File: config.mk
export PLATFORM = sky130hd
export DESIGN_NAME = serial_magnitude_comparator
export DESIGN_NICKNAME = d
export VERILOG_FILES = /design/src/rtl/cmp_pkg.sv /design/src/rtl/comparator_digit.sv /design/src/rtl/serial_magnitude_comparator.sv
export SDC_FILE = /design/constraint.sdc
export NUM_CORES = 1
export LEC_CHECK = 0
export CORE_MARGIN = 10
export CORE_UTILIZATION = 32
export DETAILED_ROUTE_END_ITERATION = 7
export PLACE_DENSITY_LB_ADDON = 0.08
export SYNTH_ARGS = -nofsm -noshare
export SYNTH_HDL_FRONTEND = slang
export SYNTH_SLANG_ARGS = --single-unit
File: constraint.sdc
create_clock -name clk -period 2.25 [get_ports clk]
set_input_delay 0.5625 -clock clk [delete_from_list [all_inputs] [get_ports clk]]
set_output_delay 0.5625 -clock clk [all_outputs]
set_load 0.02 [all_outputs]
File: src/rtl/cmp_pkg.sv
// Shared types and result encoding for the serial magnitude comparator.
// Results are packed as {eq, lt, gt}.
package cmp_pkg;

    typedef enum logic [1:0] {
        StIdle    = 2'd0,
        StCompare = 2'd1,
        StDone    = 2'd2
    } cmp_state_e;

    localparam logic [2:0] ResNone = 3'b000;
    localparam logic [2:0] ResEq   = 3'b100;
    localparam logic [2:0] ResLt   = 3'b010;
    localparam logic [2:0] ResGt   = 3'b001;

    function automatic logic [2:0] res_encode(input logic lt, input logic gt);
        logic [2:0] res;
        res = ResEq;
        if (lt) begin
            res = ResLt;
        end else if (gt) begin
            res = ResGt;
        end
        return res;
    endfunction

endpackage

File: src/rtl/comparator_digit.sv
// Combinational unsigned compare of one DIGIT-bit slice.
module comparator_digit #(
    parameter int unsigned DIGIT = 2
) (
    input  logic [DIGIT-1:0] i_a,
    input  logic [DIGIT-1:0] i_b,
    output logic             o_eq,
    output logic             o_lt,
    output logic             o_gt
);

    always_comb begin
        o_eq = (i_a == i_b);
        o_lt = (i_a < i_b);
        o_gt = (i_a > i_b);
    end

endmodule

File: src/rtl/serial_magnitude_comparator.sv
// Digit-serial magnitude comparator: scans operands MSB-first, DIGIT bits per cycle,
// and stops at the first differing digit.
module serial_magnitude_comparator
    import cmp_pkg::*;
#(
    parameter int unsigned WIDTH = 8,
    parameter int unsigned DIGIT = 2
) (
    input  logic             clk,
    input  logic             rst_n,
    input  logic             start,
    input  logic             signed_mode,
    input  logic [WIDTH-1:0] a,
    input  logic [WIDTH-1:0] b,
    output logic             busy,
    output logic             done,
    output logic             a_eq_b,
    output logic             a_lt_b,
    output logic             a_gt_b
);

    localparam int unsigned NumDigits = WIDTH / DIGIT;
    localparam int unsigned CntW      = (NumDigits > 1) ? $clog2(NumDigits) : 1;
    localparam logic [WIDTH-1:0] MsbMask = {1'b1, {(WIDTH-1){1'b0}}};
    localparam logic [CntW-1:0]  LastCnt = CntW'(NumDigits - 1);

    if (WIDTH < 2) begin : g_bad_width
        $error("serial_magnitude_comparator: WIDTH must be >= 2");
    end
    if (DIGIT < 1) begin : g_bad_digit
        $error("serial_magnitude_comparator: DIGIT must be >= 1");
    end
    if ((WIDTH % DIGIT) != 0) begin : g_bad_ratio
        $error("serial_magnitude_comparator: DIGIT must divide WIDTH");
    end

    cmp_state_e       r_state;
    logic [WIDTH-1:0] r_a;
    logic [WIDTH-1:0] r_b;
    logic [CntW-1:0]  r_cnt;
    logic             r_done;
    logic [2:0]       r_res;

    logic w_eq;
    logic w_lt;
    logic w_gt;
    logic w_last;

    comparator_digit #(
        .DIGIT (DIGIT)
    ) u_digit (
        .i_a  (r_a[WIDTH-1 -: DIGIT]),
        .i_b  (r_b[WIDTH-1 -: DIGIT]),
        .o_eq (w_eq),
        .o_lt (w_lt),
        .o_gt (w_gt)
    );

    assign w_last = (r_cnt == LastCnt);

    always_ff @(posedge clk or negedge rst_n) begin
        if (!rst_n) begin
            r_state <= StIdle;
            r_a     <= '0;
            r_b     <= '0;
            r_cnt   <= '0;
            r_done  <= 1'b0;
            r_res   <= ResNone;
        end else begin
            case (r_state)
                StIdle: begin
                    r_done <= 1'b0;
                    if (start) begin
                        // Flipping the sign bit maps two's-complement order onto unsigned order.
                        r_a     <= signed_mode ? (a ^ MsbMask) : a;
                        r_b     <= signed_mode ? (b ^ MsbMask) : b;
                        r_cnt   <= '0;
                        r_state <= StCompare;
                    end
                end
                StCompare: begin
                    if (!w_eq) begin
                        r_res   <= res_encode(w_lt, w_gt);
                        r_done  <= 1'b1;
                        r_state <= StDone;
                    end else if (w_last) begin
                        r_res   <= ResEq;
                        r_done  <= 1'b1;
                        r_state <= StDone;
                    end else begin
                        r_a   <= r_a << DIGIT;
                        r_b   <= r_b << DIGIT;
                        r_cnt <= r_cnt + CntW'(1);
                    end
                end
                StDone: begin
                    r_done  <= 1'b0;
                    r_state <= StIdle;
                end
                default: begin
                    r_done  <= 1'b0;
                    r_state <= StIdle;
                end
            endcase
        end
    end

    assign busy                     = (r_state != StIdle);
    assign done                     = r_done;
    assign {a_eq_b, a_lt_b, a_gt_b} = r_res;

endmodule

==> results of run 1 <==
-- flip-flops by register name (all words and copies together), names as in the netlist --
signal   cells
r_cnt        2
done         1
r_res        3
r_state      2
r_b          8
r_a          8
-- placed cells by master, fill, tap and decap left out, types with 2 or more instances in the layout --
master	Yosys	final
ha_1	3	3
a21oi_1	3	3
xor2_1	2	2
nand2_1	8	8
clkbuf_8	0	3
mux2_2	19	19
inv_1	11	11
mux2i_1	9	9
nor2_1	3	3
dfrtp_1	24	24
clkdlybuf4s50_1	0	24
-- power by group through the flow --
stage	Combinational (mW)	Clock [mW]	Sequential (mW)
2_1_floorplan	0.812	0	0.754
3_3_place_gp	1.07	0	0.743
3_5_place_dp	1.09	0	0.752
4_1_cts	1.09	0.262	0.743
5_1_grt	1.18	0.281	0.773
6_report	1.07	0.246	0.740
-- through the flow --
step / util (%) / hold WS (ns) / worst slack [ns]
global route: 41.9 / 0.527 / 0.139
global placement: 40.8 / 0.477 / 0.319
CTS: 41.9 / 0.503 / 0.182
floorplan: - / 0.267 / 0.532
detailed placement: 40.8 / 0.483 / 0.309
finish: 41.9 / 0.498 / 0.194
-- area by class of cell --
class	instances	share of cell area, %
Timing Repair Buffer	26	17.4
Tap cell	48	3.91
Sequential cell	24	39.1
Inverter	11	2.69
Clock buffer	3	2.69
Multi-Input combinational cell	57	34.1
-- metal layers --
layer	share of wire, %	routed length (um)	vias to the layer above
met4	1.6	39	0
met3	6.7	160	5
met1	45	1070	371
met5	0	0	-
li1	-	-	368
met2	46	1110	18
-- worst paths after layout --
path                       depth (start not counted)                   start  slack (ns)                   end
max                                                2  r_state[0]$_DFFE_PN0P_        0.19                  busy
min                                                1    r_res[0]$_DFFE_PN0P_        0.50  r_res[0]$_DFFE_PN0P_
max reg2reg                                        5    r_cnt[0]$_DFFE_PN0P_        0.49    r_b[5]$_DFFE_PN0P_
min reg2reg                                        1    r_res[0]$_DFFE_PN0P_        0.50  r_res[0]$_DFFE_PN0P_
max in group asynchronous                          2                   rst_n        1.35    r_b[6]$_DFFE_PN0P_
min in group asynchronous                          2                   rst_n        0.66    r_a[0]$_DFFE_PN0P_
-- worst register-to-register path: cells and delay by family, from the launching register on --
kind / cells / cell delay, ns
AOI/OAI and AO/OA: 1 / 0.18
muxes: 1 / 0.35
DFF: 1 / 0.40
buffers and inverters: 1 / 0.19
and+or+nand+nor: 1 / 0.29
adders and majority gates: 1 / 0.22
-- kinds of logic after synthesis --
family / after synthesis / share of synthesized area (%)
simple gates: 16 / 7.49
fa+ha+maj: 3 / 3.12
buf+inv: 14 / 6.45
flops: 24 / 49.9
compound gates: 7 / 4.99
mux: 29 / 26.5
xor+xnor: 2 / 1.46
==> results.md, run 1 <==
* Num rows at 22
* Register area at 601 um2
* Reg clk slew, reported paths at about 0.080 ns
* First-pass GRT wire length at about 4200 um
* Post-route setup TNS at 0 ns
* Via Count at around 760
* Placement Cell Area at 0.00149 mm2
* Total Power at approximately 2.1 mW
* DP HPWL at 1700 um
* Post-CTS setup buffers at 0
* Drt first-iter violations at 38
* Setup crit start kind: flop
* Vias in the first global route at between 800 and 900
* Worst EP arrival at ~1.5 ns
* Fin. Hold Viols at 0
* Clk Latency, worst-skew pair at 0.26 ns
* Post-route DRC violation count at 0
* Setup CP Type: reg -> out
* GRT Resource Usage Total at roughly 8.2%
* Yosys warnings at 0
* CTS root buf: clkbuf_8
* Die Y at approximately 81 um
* Share of layout cells above drive strength 1 at about a quarter
* Synth Cell Area at roughly 0.0012 mm2
* Slowest stage cell, crit path: clkdlybuf4s50_1
* Post-synth top area cell: dfrtp_1
* Die area at 0.00661 mm2
* Yosys top cell area share at 49.9%
* Antenna viol nets, final at 0
* Combinational power share at 51.9%
* Mean number of vias per cell at roughly 4.5
* Avg Synthesized Cell Area at 12.7 um2
* Dominant synthesized flop cell: dfrtp_1
* Synth cell count leaders: 24 x dfrtp_1, 19 x mux2_2, 11 x inv_1
* Core area at around 0.0037 mm2
* GR peak layer: met2
* Pwr Density at about 1300 mW/mm2
* Buf/Inv on CP at 1
* Unrepaired setup endpoints after global routing: no
* # diodes at 0
* Slew @ Worst Pin at 0.309 ns
* Flop pwr share at 36.1%
* Final Non-Filler Cells at about 170
* Met2 GRT Util at roughly 12%
* Cell family with most CP delay: buffers and inverters
* Max frequency at roughly 490 MHz
* Sw frac at between 30% and 40%
* GR Layer Usage met1 at about a tenth
* FFs w/ async S/R, synth at 100%
* Seq/Total Area, Yosys at 49.9%
* GPL Wtd Cong at between 0.7 and 0.8
* Lkg Pwr at a little under 0.7 nW
* Clock sinks at 24
* Post-CTS Resized at 0
* Slew Viols, Final at 0
* P_sw at 725 uW
* Top-count cell post-synth: dfrtp_1
* Post-Syn Instances at 95
* Input/output buffers at 24
* Crit Path Max Fanout at 3
* Clock power frac at a little under an eighth
* Clk buf depth at 2
* Final worst-path cycle share at approximately nine tenths
* Die Wd at a little over 80 um
* Largest net degree at the start of global routing at 25
* Num CTS Buffers at 3
* TritonCTS clock tree: done
* Worst Hold Class: reg -> reg
* Crit. End Element: output pin
* Met3 usage at between 3 and 4%
* Filler cells at 364
* Crit-path cells: or2_4 -> clkdlybuf4s50_1
* CTS H-Tree Depth at 1
* CTS Hold Bufs at 0
* Netlist cell types at 22
* MaxCap Viol Count at 0
* TritonRoute pass-1 iters at 4
* Post-synth EDFFs at 0
* Worst path max stage delay at approximately 0.54 ns
* Relative max-transition margin at about four fifths
* Critical path required time at 1.69 ns
* DR WL/cell at roughly 14 um
* Starting density of the core at 32.8%
* Worst VDD drop at ~0.43 mV
* Layout Skew at ~0.0029 ns
* Initial antenna violation count at 0
* Area grow syn2layout at 27.7%
* GRT overflow at 0
* Int Pwr at 1.33 mW
* Final setup fails at 0
* Post-route cell area at roughly 0.0015 mm2
* Final wirelength at 2380 um
* Synth top area cells: dfrtp_1 50%, mux2_2 18%, mux2i_1 7.5%
* Total Nets Final at 146
* Syn Nets at roughly 120
* Seq cells post-synth at 24
* Ports at 25
* Area occupied by multi-input gates at ~520 um2
* Status: complete, no violations
* Fin crit period at 2.06 ns
* Placed cell count at ~170
Power figures use the tool's default switching activity.
==> run 2: changes to the inputs <==
- CORE_UTILIZATION: 32 -> 50
- SLEW_MARGIN: default -> 25
==> results.md, run 2 (same netlist as run 1, synthesis figures left out) <==
* Crit-path cells: or2_4 -> clkdlybuf4s50_1
* First-pass GRT wire length at 4040 um (-4.1%)
* Status: complete, no violations
* Hold path cells at 1 (unchanged)
* CTS root buf: clkbuf_4
* Post-CTS setup buffers at 0 (unchanged)
* Fin crit period at 2.11 ns (+0.0579 ns)
* Met2 GRT Util at 16.6% (+4.2 points)
* Worst R2R End: r_a[3]$_DFFE_PN0P_
* Starting density of the core at 53.3% (+20 points)
* Slew Viols, Final at 0 (unchanged)
* Reg2reg setup slack at 0.49 ns (about the same)
* Num rows at 17 (-23%)
* Setup crit start kind: flop
* Core area at 0.00225 mm2 (-38%)
* Slowest stage cell, crit path: clkdlybuf4s50_1
* Pwr Density at 1340 mW/mm2 (about the same)
* Setup CP Type: reg -> out
* Final Non-Filler Cells at 150 (-11%)
* Clock power frac at 11.1% (-0.9 points)
* Sw frac at 35.2% (-0.075 points)
* Area grow syn2layout at 25.2%
* Final wirelength at 2140 um (-10%)
* Hold EP: r_a[5]$_DFFE_PN0P_
* P_sw at 710 uW (-2.1%)
* Int Pwr at 1.30 mW (-1.8%)
* Worst Hold Class: reg -> reg
* Unrepaired setup endpoints after global routing: no
* Post-CTS Resized at 0 (unchanged)
* Total Nets Final at 146 (unchanged)
* Met3 usage at 2.14% (-1.3 points)
* Crit. End Element: output pin
* MaxCap Viol Count at 0 (unchanged)
* Post-route cell area at 0.00151 mm2 (-2.0%)
* Via Count at 753 (-1.2%)
* Antenna viol nets, final at 0 (unchanged)
* Filler cells at 185 (-49%)
* Cell family with most CP delay: buffers and inverters
* CTS H-Tree Depth at 1 (unchanged)
* TritonCTS clock tree: done
* Num CTS Buffers at 3 (unchanged)
* Layout Skew at 0.00563 ns (+0.00275 ns)
* Slew @ Worst Pin at 0.307 ns (-0.00220 ns)
* Lkg Pwr at 0.691 nW (about the same)
* GRT overflow at 0 (unchanged)
* DR WL/cell at 14.3 um (+1.3%)
* Reg2Reg Depth at 5 (unchanged)
* Area occupied by multi-input gates at 524 um2 (unchanged)
* Placed cell count at 146 (-12%)
* Die area at 0.00477 mm2 (-28%)
* Total Power at 2.01 mW (-1.9%)
* Flop pwr share at 36.6% (+0.5 points)
* Final setup fails at 0 (unchanged)
* Register area at 601 um2 (unchanged)
* Clk Latency, worst-skew pair at 0.30 ns (+0.04 ns)
* Fin. Hold Viols at 0 (unchanged)
* Reg clk slew, reported paths at 0.13 ns (+0.05 ns)
* Share of layout cells above drive strength 1 at 25.4% (+0.62 points)
* CTS Hold Bufs at 0 (unchanged)
* Worst EP arrival at 1.55 ns (+0.06 ns)
* Critical path required time at 1.69 ns (about the same)
* Most frequent cells in the layout: 24 x dfrtp_1, 24 x clkdlybuf4s50_1, 19 x mux2_2
* Crit Path Max Fanout at 3 (unchanged)
* Relative max-transition margin at 79.5% (+0.15 points)
* Ports at 25 (unchanged)
* Placement Cell Area at 0.00147 mm2 (-1.7%)
* Regs by FF count: r_a: 8 flops, r_b: 8 flops, r_res: 3 flops
* Clock sinks at 24 (unchanged)
* Buf/Inv on CP at 1 (unchanged)
* # diodes at 0 (unchanged)
* Clk buf depth at 2 (unchanged)
* Mean number of vias per cell at 5.02 (+11%)
* Largest net degree at the start of global routing at 25 (unchanged)
* Input/output buffers at 24 (unchanged)
* Worst VDD drop at 0.928 mV (+110%)
* GR Layer Usage met1 at 11.7% (+1.7 points)
* Post-route setup TNS at 0 ns (unchanged)
* Vias in the first global route at 871 (-0.46%)
* Combinational power share at 52.3% (+0.4 points)
* Post-route DRC violation count at 0 (unchanged)
* TritonRoute pass-1 iters at 2 (-2)
* Die Wd at 69.0 um (-15%)
* Worst R2R Start: r_a[7]$_DFFE_PN0P_
* Worst path max stage delay at 0.54 ns (about the same)
* Die Y at 69.0 um (-15%)
* Initial antenna violation count at 0 (unchanged)
* Worst hold start: r_a[5]$_DFFE_PN0P_
* Final worst-path cycle share at 93.9% (+2.6 points)
* Max frequency at 473 MHz (-2.7%)
* GPL Wtd Cong at 0.763 (+7.4%)
* DP HPWL at 1600 um (-5.8%)
* Drt first-iter violations at 13 (-66%)
* GRT Resource Usage Total at 9.76% (+1.5 points)
* GR peak layer: met2
[run 2: changes by cell type in the layout (fill, tap and decap cells not counted), sizes merged]
cell	change
clkbuf	+1
[run 2: worst max path at each step]
stage	slack, ns	to	cells after the start	startpoint
after global routing	0.08	busy	2	r_state[0]$_DFFE_PN0P_
after global placement	0.33	r_b[3]$_DFFE_PN0P_	5	start
after CTS	0.12	busy	2	r_state[0]$_DFFE_PN0P_
final	0.14	busy	2	r_state[0]$_DFFE_PN0P_
after floorplan	0.53	r_a[4]$_DFFE_PN0P_	5	r_cnt[0]$_DFFE_PN0P_
after detailed placement	0.28	r_a[3]$_DFFE_PN0P_	5	start
[run 2: final cells by class]
class	count	area share, %
flip-flops and latches	24	39.9
inverters	11	2.74
well taps	28	2.33
multi-input cells	57	34.8
repair buffers	26	17.8
clock buffers	4	2.41
[run 2: power groups by stage]
stage | registers [mW] | clock network [mW] | logic, mW
after global routing | 0.771 | 0.257 | 1.17
after floorplan | 0.754 | 0 | 0.812
final | 0.738 | 0.224 | 1.05
after global placement | 0.741 | 0 | 1.04
after CTS | 0.740 | 0.232 | 1.07
after detailed placement | 0.750 | 0 | 1.07
[run 2: stage by stage]
stage / utilization [%] / hold slack (ns) / setup slack (ns)
floorplan: - / 0.267 / 0.532
global placement: 65.1 / 0.484 / 0.330
detailed placement: 65.1 / 0.490 / 0.284
CTS: 66.8 / 0.523 / 0.119
global route: 66.8 / 0.550 / 0.0757
finish: 66.8 / 0.521 / 0.136
[run 2: routing by layer]
metal,vias to the layer above,wire length [um]
met5,-,0
met3,2,70
met2,15,1040
li1,375,-
met1,361,1020
met4,0,17
